==> config.mk <==
export PLATFORM = sky130hd
export DESIGN_NAME = entity_mover
export DESIGN_NICKNAME = d
export VERILOG_FILES = /design/src/rtl/game_pkg.sv /design/src/rtl/entity_mover.sv
export SDC_FILE = /design/constraint.sdc
export NUM_CORES = 1
export LEC_CHECK = 0
export ABC_AREA = 1
export CAP_MARGIN = 10
export CELL_PAD_IN_SITES_DETAIL_PLACEMENT = 0
export CELL_PAD_IN_SITES_GLOBAL_PLACEMENT = 1
export CORE_AREA = 4 4 74 62
export DETAILED_ROUTE_END_ITERATION = 8
export DIE_AREA = 0 0 78 66
export PLACE_DENSITY_LB_ADDON = 0.1
export SKIP_CTS_REPAIR_TIMING = 1
export SLEW_MARGIN = 20
export SYNTH_ARGS = -nofsm -noshare
export SYNTH_HDL_FRONTEND = slang
export SYNTH_SLANG_ARGS = --single-unit
==> constraint.sdc <==
create_clock -name CLK -period 5.1 [get_ports CLK]
set_input_delay 1.53 -clock CLK [delete_from_list [all_inputs] [get_ports CLK]]
set_output_delay 1.53 -clock CLK [all_outputs]
set_load 0.03 [all_outputs]
==> src/rtl/game_pkg.sv <==
// Shared game constants and the entity FSM state encoding.
package game_pkg;

    localparam int SECTORS = 16;
    localparam int ANGLE_W = $clog2(SECTORS);

    localparam logic [8:0] START_DIST     = 9'd220;
    localparam logic [8:0] CENTER_DIST    = 9'd24;
    localparam logic [3:0] EXPLODE_FRAMES = 4'd8;

    localparam logic [1:0] S_IDLE    = 2'd0;
    localparam logic [1:0] S_ACTIVE  = 2'd1;
    localparam logic [1:0] S_EXPLODE = 2'd2;

endpackage

==> src/rtl/entity_mover.sv <==
// Single entity moving radially toward the core: spawns, approaches per frame,
// explodes when shot in its sector, and reports core hits.
module entity_mover
    import game_pkg::*;
#(
    parameter logic [8:0] START_DIST     = game_pkg::START_DIST,
    parameter logic [8:0] CENTER_DIST    = game_pkg::CENTER_DIST,
    parameter logic [3:0] EXPLODE_FRAMES = game_pkg::EXPLODE_FRAMES
) (
    input  logic               CLK,
    input  logic               RST_N,
    input  logic               frame_tick,
    input  logic               spawn,
    input  logic [ANGLE_W-1:0] spawn_angle,
    input  logic [2:0]         speed,
    input  logic               pause,
    input  logic               shot,
    input  logic [ANGLE_W-1:0] shot_angle,
    output logic [8:0]         distance,
    output logic [ANGLE_W-1:0] angle,
    output logic               visible,
    output logic               exploding,
    output logic               destroyed,
    output logic               core_hit
);

    logic [1:0]        state;
    logic [3:0]        expl_cnt;
    logic [3:0]        expl_cnt_next;
    logic signed [9:0] dist_step;
    logic              reach_core;
    logic              hit;
    logic              move;

    // One extra bit keeps distance - speed from wrapping below zero.
    function automatic logic signed [9:0] step_dist(input logic [8:0] d, input logic [2:0] s);
        return signed'({1'b0, d}) - signed'({7'b0, s});
    endfunction

    assign dist_step     = step_dist(distance, speed);
    assign reach_core    = dist_step <= signed'({1'b0, CENTER_DIST});
    assign hit           = shot && (shot_angle == angle);
    assign move          = frame_tick && !pause;
    assign expl_cnt_next = expl_cnt + 4'd1;

    always_ff @(posedge CLK or negedge RST_N) begin
        if (!RST_N) begin
            state     <= S_IDLE;
            distance  <= '0;
            angle     <= '0;
            visible   <= 1'b0;
            exploding <= 1'b0;
            destroyed <= 1'b0;
            core_hit  <= 1'b0;
            expl_cnt  <= '0;
        end else begin
            destroyed <= 1'b0;
            core_hit  <= 1'b0;
            case (state)
                S_IDLE: begin
                    if (spawn) begin
                        state    <= S_ACTIVE;
                        distance <= START_DIST;
                        angle    <= spawn_angle;
                        visible  <= 1'b1;
                    end
                end
                S_ACTIVE: begin
                    // A matching shot takes priority over motion, even on the core-reaching frame.
                    if (hit) begin
                        state     <= S_EXPLODE;
                        exploding <= 1'b1;
                        destroyed <= 1'b1;
                        expl_cnt  <= '0;
                    end else if (move) begin
                        if (reach_core) begin
                            distance <= CENTER_DIST;
                            core_hit <= 1'b1;
                            visible  <= 1'b0;
                            state    <= S_IDLE;
                        end else begin
                            distance <= dist_step[8:0];
                        end
                    end
                end
                S_EXPLODE: begin
                    if (move) begin
                        expl_cnt <= expl_cnt_next;
                        if (expl_cnt_next == EXPLODE_FRAMES) begin
                            state     <= S_IDLE;
                            visible   <= 1'b0;
                            exploding <= 1'b0;
                        end
                    end
                end
                default: begin
                    state     <= S_IDLE;
                    visible   <= 1'b0;
                    exploding <= 1'b0;
                end
            endcase
        end
    end

endmodule

==> metrics.md, run 1 <==
| Metric | Value |
|---|---|
| Layout cells sized above 1 | `10.6%` |
| Critical Path Sink Type | `flip-flop` |
| Worst R2R Setup Slack | `2.92 ns` |
| Drt first-iter violations | `40` |
| Final-report hold violation count | `0` |
| Slew at the pin closest to its max-slew limit | `0.512 ns` |
| Slew margin rel. | `65.8%` |
| Arrival time of data at the critical path endpoint | `3.63 ns` |
| Worst setup slack after layout | `1.65 ns` |
| Number of nets in the finished design | `240` |
| Antenna diode count | `0` |
| Final setup vio count | `0` |
| Buffer and inverter count on the worst path | `3` |
| Hold WC Path Type | `flip-flop to flip-flop` |
| WL per Instance | `11.3 µm` |
| Mapped cell area | `0.00142 mm²` |
| Row cnt | `20` |
| Sequence of cells on the critical path | `clkdlybuf4s50_1 -> ha_1 -> fa_1 -> inv_1 -> nand2_1 -> nand3_1 -> xor2_1 -> nor2_2 -> nand3_2 -> nand2_4 -> inv_6 -> nand2_4 -> o22ai_1` |
| Worst path top cell family by delay | `adder cells` |
| Placeable core region | `0.00378 mm²` |
| Setup TNS | `0 ns` |
| Number of buffers added on ports | `33` |
| Number of buffers between clock root and the deepest sink | `2` |
| Total congestion overflow after global routing | `0` |
| Layout filler cell count | `371` |
| Die Area | `0.00515 mm²` |
| Clock transition at the registers of the reported paths | `0.08 ns` |
| Shortest clock period the worst path allows after layout | `3.45 ns` |
| Cell Pwr Density | `545 mW/mm²` |
| Area added between synthesis and finish | `31.0%` |
| Worst vdd ir | `0.000282 V` |
| Instance count of the mapped netlist | `180` |
| Outcome | `completed` |
| Top-level port count | `34` |
| Startpoint type of the worst setup path | `input pin` |
| Synthesis-stage register bit count | `23` |
| Total global-route track usage | `13.3%` |
| Setup repair after global routing missed its margin | `no` |
| Post-detailed-route DRC marker count | `0` |
| Required time of the critical path | `5.28 ns` |
| Clk Latency, worst-skew pair | `0.26 ns` |
| Die boundary width | `78 µm` |
| Num CTS Buffers | `3` |
| TritonCTS clock tree | `done` |
| Synthesized net count | `202` |
| Vias per std cell | `4.53` |
| Sum of net half-perimeters after detailed placement | `2450 µm` |
| Count of synthesis-stage warnings from yosys | `0` |
| Max_cap viols | `0` |
| CP peak stage delay | `0.40 ns` |
| Most used cell, CP | `sky130_fd_sc_hd__nand2_4` |
| Total iterations of the first detailed-routing run | `4` |
| Initial Util | `37.5%` |
| Mean instance size in the synthesized netlist | `7.88 µm²` |
| Routability cong. | `0.836` |
| Vias in the first global route | `1245` |
| Global-route wire length before repair | `5460 µm` |
| Number of max-slew violations in the final report | `0` |
| Worst Path Max Fanout | `5` |
| Worst Clk Skew | `0.00320 ns` |
| H-tree Lvls | `1` |
| Post-route fraction of the period consumed by the critical path | `67.7%` |
| Standby leakage power | `0.884 nW` |
| Clk Tree Root Cell | `sky130_fd_sc_hd__clkbuf_8` |
| Antenna-violating nets left | `0` |
| Maximum number of pins on one net before global-route repair | `24` |
| Setup slack at placement | `1.39 ns` |
| Highest-delay cell along the critical path | `sky130_fd_sc_hd__clkdlybuf4s50_1` |
| Fraction of the yosys area taken by sequential cells | `40.6%` |
| Number of sinks on the clock net | `23` |
| Timing-limited maximum frequency | `0.290 GHz` |
| Wire length reported by the detailed router | `3070 µm` |
| Chip Height | `66 µm` |
| Count of unique library cells instantiated by Yosys | `25` |
| Number of antenna violations at the first check in global routing | `0` |
| Total vias in the final route | `1231` |
| Worst Path Class, Setup | `input pin to flip-flop` |
==> sequential cells by signal, indices dropped and copies added, names as in the netlist <==
register,count
angle,4
distance,9
visible,1
destroyed,1
exploding,1
state,2
expl_cnt,4
core_hit,1
==> placed cells by master, fill, tap and decap left out, drive strengths merged <==
cell,count
a22o,1
nand2,39
xnor2,1
nor2,28
ha,4
nand4,3
o21a,2
o22ai,5
nor3,1
o21ai,9
a21oi,6
mux2,3
inv,36
dfrtp,23
o31ai,1
xor2,3
clkdlybuf4s50,32
buf,1
nand3,14
clkbuf,4
fa,1
==> area by class of cell <==
cell class / count / area (µm²) / area share [%]
Sequential cell: 23 / 576 / 31.0
Inverter: 36 / 140 / 7.55
Timing Repair Buffer: 33 / 325 / 17.5
Tap cell: 55 / 68.8 / 3.71
Clock buffer: 4 / 45.0 / 2.43
Multi-Input combinational cell: 121 / 702 / 37.8
==> final timing paths <==
| kind | depth (start not counted) | from | to |
|---|---|---|---|
| worst max-delay path | 13 | speed[0] | distance[8]$_DFFE_PN0P_ |
| worst min-delay path | 2 | visible$_DFFE_PN0P_ | visible$_DFFE_PN0P_ |
| worst max register to register | 13 | distance[0]$_DFFE_PN0P_ | distance[8]$_DFFE_PN0P_ |
| worst min register to register | 2 | visible$_DFFE_PN0P_ | visible$_DFFE_PN0P_ |
| max in group asynchronous | 1 | RST_N | angle[1]$_DFFE_PN0P_ |
| min in group asynchronous | 1 | RST_N | distance[7]$_DFFE_PN0P_ |
==> tightest hold or removal path: stages (launching register included) <==
cell and delay [ns]:
sky130_fd_sc_hd__dfrtp_1 0.35, sky130_fd_sc_hd__nand2_1 0.05, sky130_fd_sc_hd__nand2_1 0.05
==> cells in the mapped netlist (all sizes together) <==
cell type	instances	area share [%]
nand2	39	11
inv	36	9.9
nor2	28	9.7
dfrtp	23	41
nand3	14	6.0
o21ai	9	3.2
a21oi	6	2.1
o22ai	5	3.1
ha	4	3.5
mux2	3	2.4
nand4	3	1.3
xor2	3	1.9
o21a	2	1.1
a22o	1	0.62
fa	1	1.4
nor3	1	0.71
o31ai	1	0.53
xnor2	1	0.62
==> where the power goes <==
part,total [mW],internal [mW],switching [mW]
logic,0.587,0.234,0.353
registers,0.314,0.252,0.0620
clock network,0.111,0.0557,0.0551
==> cells by family (layout without fill, tap and decap cells) <==
| logic type | after synthesis | in the layout | synth area share [%] |
|---|---|---|---|
| AO/OA/AOI/OAI | 24 | 24 | 10.6 |
| AND/OR/NAND/NOR | 85 | 85 | 29.1 |
| XOR/XNOR | 4 | 4 | 2.47 |
| adder cells (fa/ha/maj) | 5 | 5 | 4.94 |
| buffers and inverters | 36 | 73 | 9.89 |
| multiplexers | 3 | 3 | 2.38 |
| flip-flops | 23 | 23 | 40.6 |
==> routing by layer <==
metal  vias up  part of all wire (%)  GRT usage, %
met5         -                     0             0
met4         0                  0.42          2.62
met3         2                   6.7          4.09
met2        32                    42          20.8
met1       555                    50          18.1
li1        642                     -             -
==> metrics by stage <==
step	cell area (µm²)	utilization [%]	hold slack (ns)	power [mW]	cells
6_report	1860	49.1	0.485	1.01	272
5_1_grt	1860	49.1	0.515	1.10	272
4_1_cts	1860	49.3	0.488	1.03	272
3_5_place_dp	1820	48.1	0.463	0.909	268
3_3_place_gp	1820	48.1	0.460	0.908	268
2_1_floorplan	1420	-	0.473	0.713	180
Power figures use the tool's default switching activity.
==> run 2: changes to the inputs <==
--- a/config.mk
+++ b/config.mk
@@ -9,9 +9,9 @@
 export CAP_MARGIN = 10
 export CELL_PAD_IN_SITES_DETAIL_PLACEMENT = 0
 export CELL_PAD_IN_SITES_GLOBAL_PLACEMENT = 1
-export CORE_AREA = 4 4 74 62
+export CORE_AREA = 4 4 80 67
 export DETAILED_ROUTE_END_ITERATION = 8
-export DIE_AREA = 0 0 78 66
+export DIE_AREA = 0 0 84 71
 export PLACE_DENSITY_LB_ADDON = 0.1
 export SKIP_CTS_REPAIR_TIMING = 1
 export SLEW_MARGIN = 20
==> constraint.sdc (replaced) <==
create_clock -name CLK -period 2.9 [get_ports CLK]
set_input_delay 0.87 -clock CLK [delete_from_list [all_inputs] [get_ports CLK]]
set_output_delay 0.87 -clock CLK [all_outputs]
set_load 0.03 [all_outputs]
==> run 2 against run 1 <==
  * Routed wire length grew 4.8%
  * Global-route usage fell by 1.7 points
  * Critical path depth increased by 1
  * Clock power is 78% higher
  * Cell count increased by 4.0%
  * Power is 82% higher
  * Clock-buffer cell count fell by 1
  * Cell area up 3.6%
  * Utilization down 6.5 points
  * Non-clock buffer count increased by 6
  * Register-to-register slack got worse by 2.1 ns
==> metrics.md, run 2 (synthesis gave the netlist of run 1 again) <==
| Metric | Value |
|---|---|
| Maximum number of pins on one net before global-route repair | `24 (unchanged)` |
| Register bank with the most flops | `distance (unchanged)` |
| Setup repair after global routing missed its margin | `no (unchanged)` |
| Placeable core region | `0.00451 mm² (was 0.00378 mm²)` |
| Routability cong. | `0.755 (was 0.836)` |
| Slew margin rel. | `69.7% (was 65.8%)` |
| Post-detailed-route DRC marker count | `0 (unchanged)` |
| Post-route fraction of the period consumed by the critical path | `94.1%` |
| Placed inst area | `0.00187 mm² (was 0.00182 mm²)` |
| Area added between synthesis and finish | `35.7% (was 31.0%)` |
| Vias per std cell | `4.43 (was 4.53)` |
| Standby leakage power | `0.914 nW (was 0.884 nW)` |
| Initial Util | `31.4% (was 37.5%)` |
| TritonCTS clock tree | `done (unchanged)` |
| Slew at the pin closest to its max-slew limit | `0.451 ns (was 0.512 ns)` |
| Worst vdd ir | `0.000399 V (was 0.000282 V)` |
| Vias in the first global route | `1299 (was 1245)` |
| Max_cap viols | `0 (unchanged)` |
| Final setup vio count | `0 (unchanged)` |
| Clk Latency, worst-skew pair | `0.26 ns (about the same)` |
| H-tree Lvls | `1 (unchanged)` |
| Die boundary width | `84 µm (was 78 µm)` |
| Antenna-violating nets left | `0 (unchanged)` |
| Total global-route track usage | `11.6% (was 13.3%)` |
| Shortest clock period the worst path allows after layout | `2.73 ns` |
| Die Area | `0.00596 mm² (was 0.00515 mm²)` |
| Number of placed cells counting well taps | `279 (was 268)` |
| Global-route wire length before repair | `5730 µm (was 5460 µm)` |
| Number of flip-flops in the largest register | `9 (unchanged)` |
| Outcome | `completed (unchanged)` |
| Number of buffers between clock root and the deepest sink | `2 (unchanged)` |
| Num CTS Buffers | `3 (unchanged)` |
| Timing-limited maximum frequency | `0.366 GHz` |
| Critical Path Sink Type | `flip-flop (unchanged)` |
| Layout filler cell count | `468 (was 371)` |
| Number of max-slew violations in the final report | `0 (unchanged)` |
| Required time of the critical path | `3.06 ns (was 5.28 ns)` |
| Total vias in the final route | `1254 (was 1231)` |
| Chip Height | `71 µm (was 66 µm)` |
| Top-level port count | `34 (unchanged)` |
| Worst Clk Skew | `0.00172 ns (was 0.00320 ns)` |
| Drt first-iter violations | `42 (was 40)` |
| WL per Instance | `11.4 µm (was 11.3 µm)` |
| Sum of net half-perimeters after detailed placement | `2670 µm (was 2450 µm)` |
| Total iterations of the first detailed-routing run | `4 (unchanged)` |
| Arrival time of data at the critical path endpoint | `2.89 ns (was 3.63 ns)` |
| Final-report hold violation count | `0 (unchanged)` |
| Number of sinks on the clock net | `23 (unchanged)` |
| Startpoint type of the worst setup path | `input pin (unchanged)` |
| Final cell count without fillers | `283 (was 272)` |
| Worst Path Class, Setup | `input pin to flip-flop (unchanged)` |
| Hold WC Path Type | `flip-flop to flip-flop (unchanged)` |
| Layout cells sized above 1 | `14.3% (was 10.6%)` |
| Total congestion overflow after global routing | `0 (unchanged)` |
| Antenna diode count | `0 (unchanged)` |
| Registers with the highest flip-flop counts | `distance: 9 flops, angle: 4 flops, expl_cnt: 4 flops (unchanged)` |
| Row cnt | `22 (was 20)` |
| Clock transition at the registers of the reported paths | `0.08 ns (about the same)` |
| Wire length reported by the detailed router | `3220 µm (was 3070 µm)` |
| Cell Pwr Density | `958 mW/mm² (was 545 mW/mm²)` |
| Worst Path Max Fanout | `5 (unchanged)` |
| Number of nets in the finished design | `246 (was 240)` |
| Number of antenna violations at the first check in global routing | `0 (unchanged)` |
| Top library cells by usage in the layout, fill and taps aside | `35 x sky130_fd_sc_hd__inv_1, 35 x sky130_fd_sc_hd__nand2_1, 33 x sky130_fd_sc_hd__clkdlybuf4s50_1 (was 37 x sky130_fd_sc_hd__nand2_1, 35 x sky130_fd_sc_hd__inv_1, 32 x sky130_fd_sc_hd__clkdlybuf4s50_1)` |
| Clk Tree Root Cell | `sky130_fd_sc_hd__clkbuf_8 (unchanged)` |
| Final standard cell area without fillers | `0.00192 mm² (was 0.00186 mm²)` |
| Number of buffers added on ports | `33 (unchanged)` |
==> run 2: changes by cell type in the layout (fill, tap and decap cells not counted), sizes merged <==
cell,change
clkinv,+1
clkdlybuf4s50,+1
clkbuf,-1
buf,+5
==> run 2: metal layers <==
layer | global-route usage (%) | part of all wire (%) | vias up
met5 | 0 | 0 | -
met4 | 1.07 | 0.31 | 0
met3 | 3.61 | 5.3 | 2
met2 | 19.2 | 44 | 32
met1 | 15.6 | 50 | 567
li1 | - | - | 653
==> run 2: final timing paths <==
| kind | endpoint | depth (start not counted) | slack, ns | startpoint |
|---|---|---|---|---|
| worst max-delay path | distance[4]$_DFFE_PN0P_ | 14 | 0.17 | speed[0] |
| worst min-delay path | exploding$_DFFE_PN0P_ | 2 | 0.49 | exploding$_DFFE_PN0P_ |
| worst max register to register | distance[4]$_DFFE_PN0P_ | 14 | 0.78 | distance[0]$_DFFE_PN0P_ |
| worst min register to register | exploding$_DFFE_PN0P_ | 2 | 0.49 | exploding$_DFFE_PN0P_ |
| max in group asynchronous | core_hit$_DFF_PN0_ | 2 | 1.70 | RST_N |
| min in group asynchronous | distance[5]$_DFFE_PN0P_ | 2 | 0.96 | RST_N |
==> run 2: where the power goes <==
| group | internal, mW | switching, mW |
|---|---|---|
| combinational | 0.453 | 0.634 |
| sequential | 0.443 | 0.115 |
| clock | 0.0958 | 0.102 |
| total | 0.992 | 0.852 |
==> run 2: final cells by class <==
| cell class | instances | area, µm² | area share, % |
|---|---|---|---|
| inverters | 36 | 140 | 7.28 |
| multi-input cells | 121 | 712 | 37.0 |
| flip-flops and latches | 23 | 576 | 29.9 |
| well taps | 60 | 75.1 | 3.90 |
| clock buffers | 3 | 41.3 | 2.15 |
| repair buffers | 39 | 375 | 19.5 |
| clock inverters | 1 | 5.00 | 0.260 |
==> run 2: through the flow <==
| stage | util, % | setup WS (ns) | power (mW) | TNS, ns | hold WS (ns) |
|---|---|---|---|---|---|
| floorplan | - | 0.427 | 1.25 | 0 | 0.473 |
| global placement | 41.4 | -0.120 | 1.65 | -0.986 | 0.468 |
| detailed placement | 41.4 | -0.145 | 1.65 | -1.06 | 0.479 |
| CTS | 42.4 | 0.132 | 1.87 | 0 | 0.501 |
| global route | 42.6 | 0.0314 | 2.02 | 0 | 0.534 |
| finish | 42.6 | 0.171 | 1.84 | 0 | 0.489 |
==> run 2: worst max-delay path: stages <==
cell,delay (ns)
sky130_fd_sc_hd__clkdlybuf4s50_1,0.40
sky130_fd_sc_hd__ha_1,0.22
sky130_fd_sc_hd__fa_1,0.40
sky130_fd_sc_hd__inv_1,0.08
sky130_fd_sc_hd__nand2_2,0.08
sky130_fd_sc_hd__nand3_2,0.08
sky130_fd_sc_hd__xor2_1,0.22
sky130_fd_sc_hd__nor2_2,0.07
sky130_fd_sc_hd__nand3_2,0.10
sky130_fd_sc_hd__nand2_4,0.07
sky130_fd_sc_hd__inv_6,0.08
sky130_fd_sc_hd__nand3_2,0.07
sky130_fd_sc_hd__o21ai_1,0.08
sky130_fd_sc_hd__inv_1,0.05
==> run 3: changes to the inputs <==
--- a/config.mk
+++ b/config.mk
@@ -12,7 +12,7 @@
 export CORE_AREA = 4 4 80 67
 export DETAILED_ROUTE_END_ITERATION = 8
 export DIE_AREA = 0 0 84 71
-export PLACE_DENSITY_LB_ADDON = 0.1
+export PLACE_DENSITY = 0.79
 export SKIP_CTS_REPAIR_TIMING = 1
 export SLEW_MARGIN = 20
 export SYNTH_ARGS = -nofsm -noshare
==> run 3 against run 2 <==
  * Via count is 3.6% lower
  * Clock power hardly changed
  * Non-clock buffer count is 2 lower
  * Hold slack better by 0.00056 ns
  * Sequential power is 0.7% lower
  * Cell area is 0.98% lower
  * Critical path type unchanged
  * Critical endpoint is now distance[5]$_DFFE_PN0P_
==> metrics.md, run 3 (synthesis gave the netlist of run 1 again) <==
| Metric | Value |
|---|---|
| Outcome | `completed (unchanged)` |
| WL per Instance | `10.8 µm (was 11.4 µm)` |
| Antenna-violating nets left | `0 (unchanged)` |
| Number of sinks on the clock net | `23 (unchanged)` |
| Layout cells sized above 1 | `12.7% (was 14.3%)` |
| Routability cong. | `0.819 (was 0.755)` |
| Critical path launch point | `speed[0] (unchanged)` |
| Final setup vio count | `0 (unchanged)` |
| Placeable core region | `0.00451 mm² (unchanged)` |
| Worst R2R Setup Slack | `0.82 ns (was 0.78 ns)` |
| Sum of net half-perimeters after detailed placement | `2460 µm (was 2670 µm)` |
| Number of nets in the finished design | `244 (was 246)` |
| Drt first-iter violations | `36 (was 42)` |
| Highest-delay cell along the critical path | `sky130_fd_sc_hd__clkdlybuf4s50_1 (unchanged)` |
| Worst Clk Skew | `0.00222 ns (was 0.00172 ns)` |
| Setup repair after global routing missed its margin | `no (unchanged)` |
| Timing-limited maximum frequency | `0.371 GHz (was 0.366 GHz)` |
| Slew at the pin closest to its max-slew limit | `0.423 ns (was 0.451 ns)` |
| Top library cells by usage in the layout, fill and taps aside | `37 x sky130_fd_sc_hd__nand2_1, 35 x sky130_fd_sc_hd__inv_1, 33 x sky130_fd_sc_hd__clkdlybuf4s50_1 (was 35 x sky130_fd_sc_hd__inv_1, 35 x sky130_fd_sc_hd__nand2_1, 33 x sky130_fd_sc_hd__clkdlybuf4s50_1)` |
| Registers with the highest flip-flop counts | `distance: 9 flops, angle: 4 flops, expl_cnt: 4 flops (unchanged)` |
| Critical Path Sink Type | `flip-flop (unchanged)` |
| Final-report hold violation count | `0 (unchanged)` |
| Register bank with the most flops | `distance (unchanged)` |
| Routing usage on met3 | `4.42% (was 3.61%)` |
| Worst r2r dst | `distance[5]$_DFFE_PN0P_ (was distance[4]$_DFFE_PN0P_)` |
| Met2 track utilization from global routing | `16.7% (was 19.2%)` |
| Min-Delay Startpoint | `visible$_DFFE_PN0P_ (was exploding$_DFFE_PN0P_)` |
| Initial Util | `31.4% (unchanged)` |
| Worst Path Class, Setup | `input pin to flip-flop (unchanged)` |
| Vias per std cell | `4.30 (was 4.43)` |
| H-tree Lvls | `1 (unchanged)` |
| Number of max-slew violations in the final report | `0 (unchanged)` |
| Startpoint type of the worst setup path | `input pin (unchanged)` |
| TritonCTS clock tree | `done (unchanged)` |
| Die Area | `0.00596 mm² (unchanged)` |
| Number of buffers added on ports | `33 (unchanged)` |
| Slew margin rel. | `71.5% (was 69.7%)` |
| Total global-route track usage | `10.8% (was 11.6%)` |
| Global-route wire length before repair | `5350 µm (was 5730 µm)` |
| Total congestion overflow after global routing | `0 (unchanged)` |
| Wire length reported by the detailed router | `3050 µm (was 3220 µm)` |
| Worst Reg-to-Reg Cells | `15 (was 14)` |
| Vias in the first global route | `1194 (was 1299)` |
| Minimum hold slack | `0.490 ns (was 0.489 ns)` |
| Total iterations of the first detailed-routing run | `4 (unchanged)` |
| Worst Path Max Fanout | `5 (unchanged)` |
| Chip Height | `71 µm (unchanged)` |
| Row cnt | `22 (unchanged)` |
| Met1 global-route usage | `14.9% (was 15.6%)` |
| Post-detailed-route DRC marker count | `0 (unchanged)` |
| Sequential Area | `576 µm² (unchanged)` |
| CP peak stage delay | `0.40 ns (about the same)` |
| Multi-input gate area | `709 µm² (was 712 µm²)` |
| Post-route fraction of the period consumed by the critical path | `93.0% (was 94.1%)` |
| Top-level port count | `34 (unchanged)` |
| Number of flip-flops in the largest register | `9 (unchanged)` |
| Hold WC Path Type | `flip-flop to flip-flop (unchanged)` |
| Clk Tree Root Cell | `sky130_fd_sc_hd__clkbuf_8 (unchanged)` |
| Cell Pwr Density | `954 mW/mm² (was 958 mW/mm²)` |
| Most common cell after layout, fill and taps aside | `sky130_fd_sc_hd__nand2_1` |
| Total vias in the final route | `1209 (was 1254)` |
| Number of instances on the worst hold path | `2 (unchanged)` |
| Number of placed cells counting well taps | `277 (was 279)` |
| Clk Latency, worst-skew pair | `0.26 ns (about the same)` |
| Worst Hold Path EP | `visible$_DFFE_PN0P_ (was exploding$_DFFE_PN0P_)` |
| Required time of the critical path | `3.04 ns (was 3.06 ns)` |
| Global route hottest layer | `met2 (unchanged)` |
| Sequence of cells on the critical path | `clkdlybuf4s50_1 -> ha_1 -> fa_2 -> inv_1 -> nand2_1 -> nand2_1 -> nand2_1 -> nand3_1 -> nor2_1 -> nor2_2 -> nand3_2 -> nand2_4 -> inv_6 -> nand2_4 -> o22ai_1 (was clkdlybuf4s50_1 -> ha_1 -> fa_1 -> inv_1 -> nand2_2 -> nand3_2 -> xor2_1 -> nor2_2 -> nand3_2 -> nand2_4 -> inv_6 -> nand3_2 -> o21ai_1 -> inv_1)` |
| Final cell count without fillers | `281 (was 283)` |
| Shortest clock period the worst path allows after layout | `2.70 ns (was 2.73 ns)` |
| Arrival time of data at the critical path endpoint | `2.84 ns (was 2.89 ns)` |
| Startpoint of the worst register-to-register path | `distance[0]$_DFFE_PN0P_ (unchanged)` |
| Number of buffers between clock root and the deepest sink | `2 (unchanged)` |
| Max_cap viols | `0 (unchanged)` |
| Antenna diode count | `0 (unchanged)` |
| Standby leakage power | `0.902 nW (was 0.914 nW)` |
| Die boundary width | `84 µm (unchanged)` |
| Maximum number of pins on one net before global-route repair | `24 (unchanged)` |
| Layout filler cell count | `479 (was 468)` |
| Clock transition at the registers of the reported paths | `0.08 ns (about the same)` |
| Worst vdd ir | `0.000454 V (was 0.000399 V)` |
| Area added between synthesis and finish | `34.4% (was 35.7%)` |
| Num CTS Buffers | `3 (unchanged)` |
| Most used cell, CP | `sky130_fd_sc_hd__nand2_1 (was sky130_fd_sc_hd__nand3_2)` |
| Final design utilization | `42.2% (was 42.6%)` |
| Number of antenna violations at the first check in global routing | `0 (unchanged)` |
run 3: worst max path at each step:
stage                              end  cells past startpoint
2_1_floorplan  distance[3]$_DFFE_PN0P_                     13
3_3_place_gp       visible$_DFFE_PN0P_                     15
3_5_place_dp   distance[4]$_DFFE_PN0P_                     14
4_1_cts        distance[4]$_DFFE_PN0P_                     14
5_1_grt            visible$_DFFE_PN0P_                     15
6_report       distance[5]$_DFFE_PN0P_                     15
run 3: layout make-up:
| class | instances | area share, % |
|---|---|---|
| Inverter | 36 | 7.35 |
| Clock buffer | 4 | 2.36 |
| Sequential cell | 23 | 30.2 |
| Tap cell | 60 | 3.94 |
| Timing Repair Buffer | 37 | 18.9 |
| Multi-Input combinational cell | 121 | 37.2 |
run 3: where the power goes:
| part | leakage, nW | switching [mW] | internal, mW |
|---|---|---|---|
| combinational | 0.601 | 0.626 | 0.439 |
| clock | 0.0228 | 0.100 | 0.0980 |
| sequential | 0.278 | 0.112 | 0.443 |
run 3: through the flow:
stage                     TNS, ns  setup slack (ns)  cell area, µm²  total power, mW
after floorplan                 0             0.427            1420             1.25
after global placement     -0.759           -0.0929            1850             1.63
after detailed placement    -1.12            -0.139            1850             1.63
after CTS                       0             0.140            1900             1.84
after global routing            0            0.0221            1910             1.98
final                           0             0.202            1910             1.82
run 3: per-layer routing:
layer  share of wire, %  up-vias
met4                  0        0
met5                  0        -
met2                 42       31
li1                   -      647
met3                7.4        0
met1                 51      531
run 3: worst max-delay path, delay by kind of cell:
kind / cells / cell delay (ns)
and+or+nand+nor: 9 / 0.79
buffers and inverters: 3 / 0.51
AOI/OAI and AO/OA: 1 / 0.08
adders and majority gates: 2 / 0.58
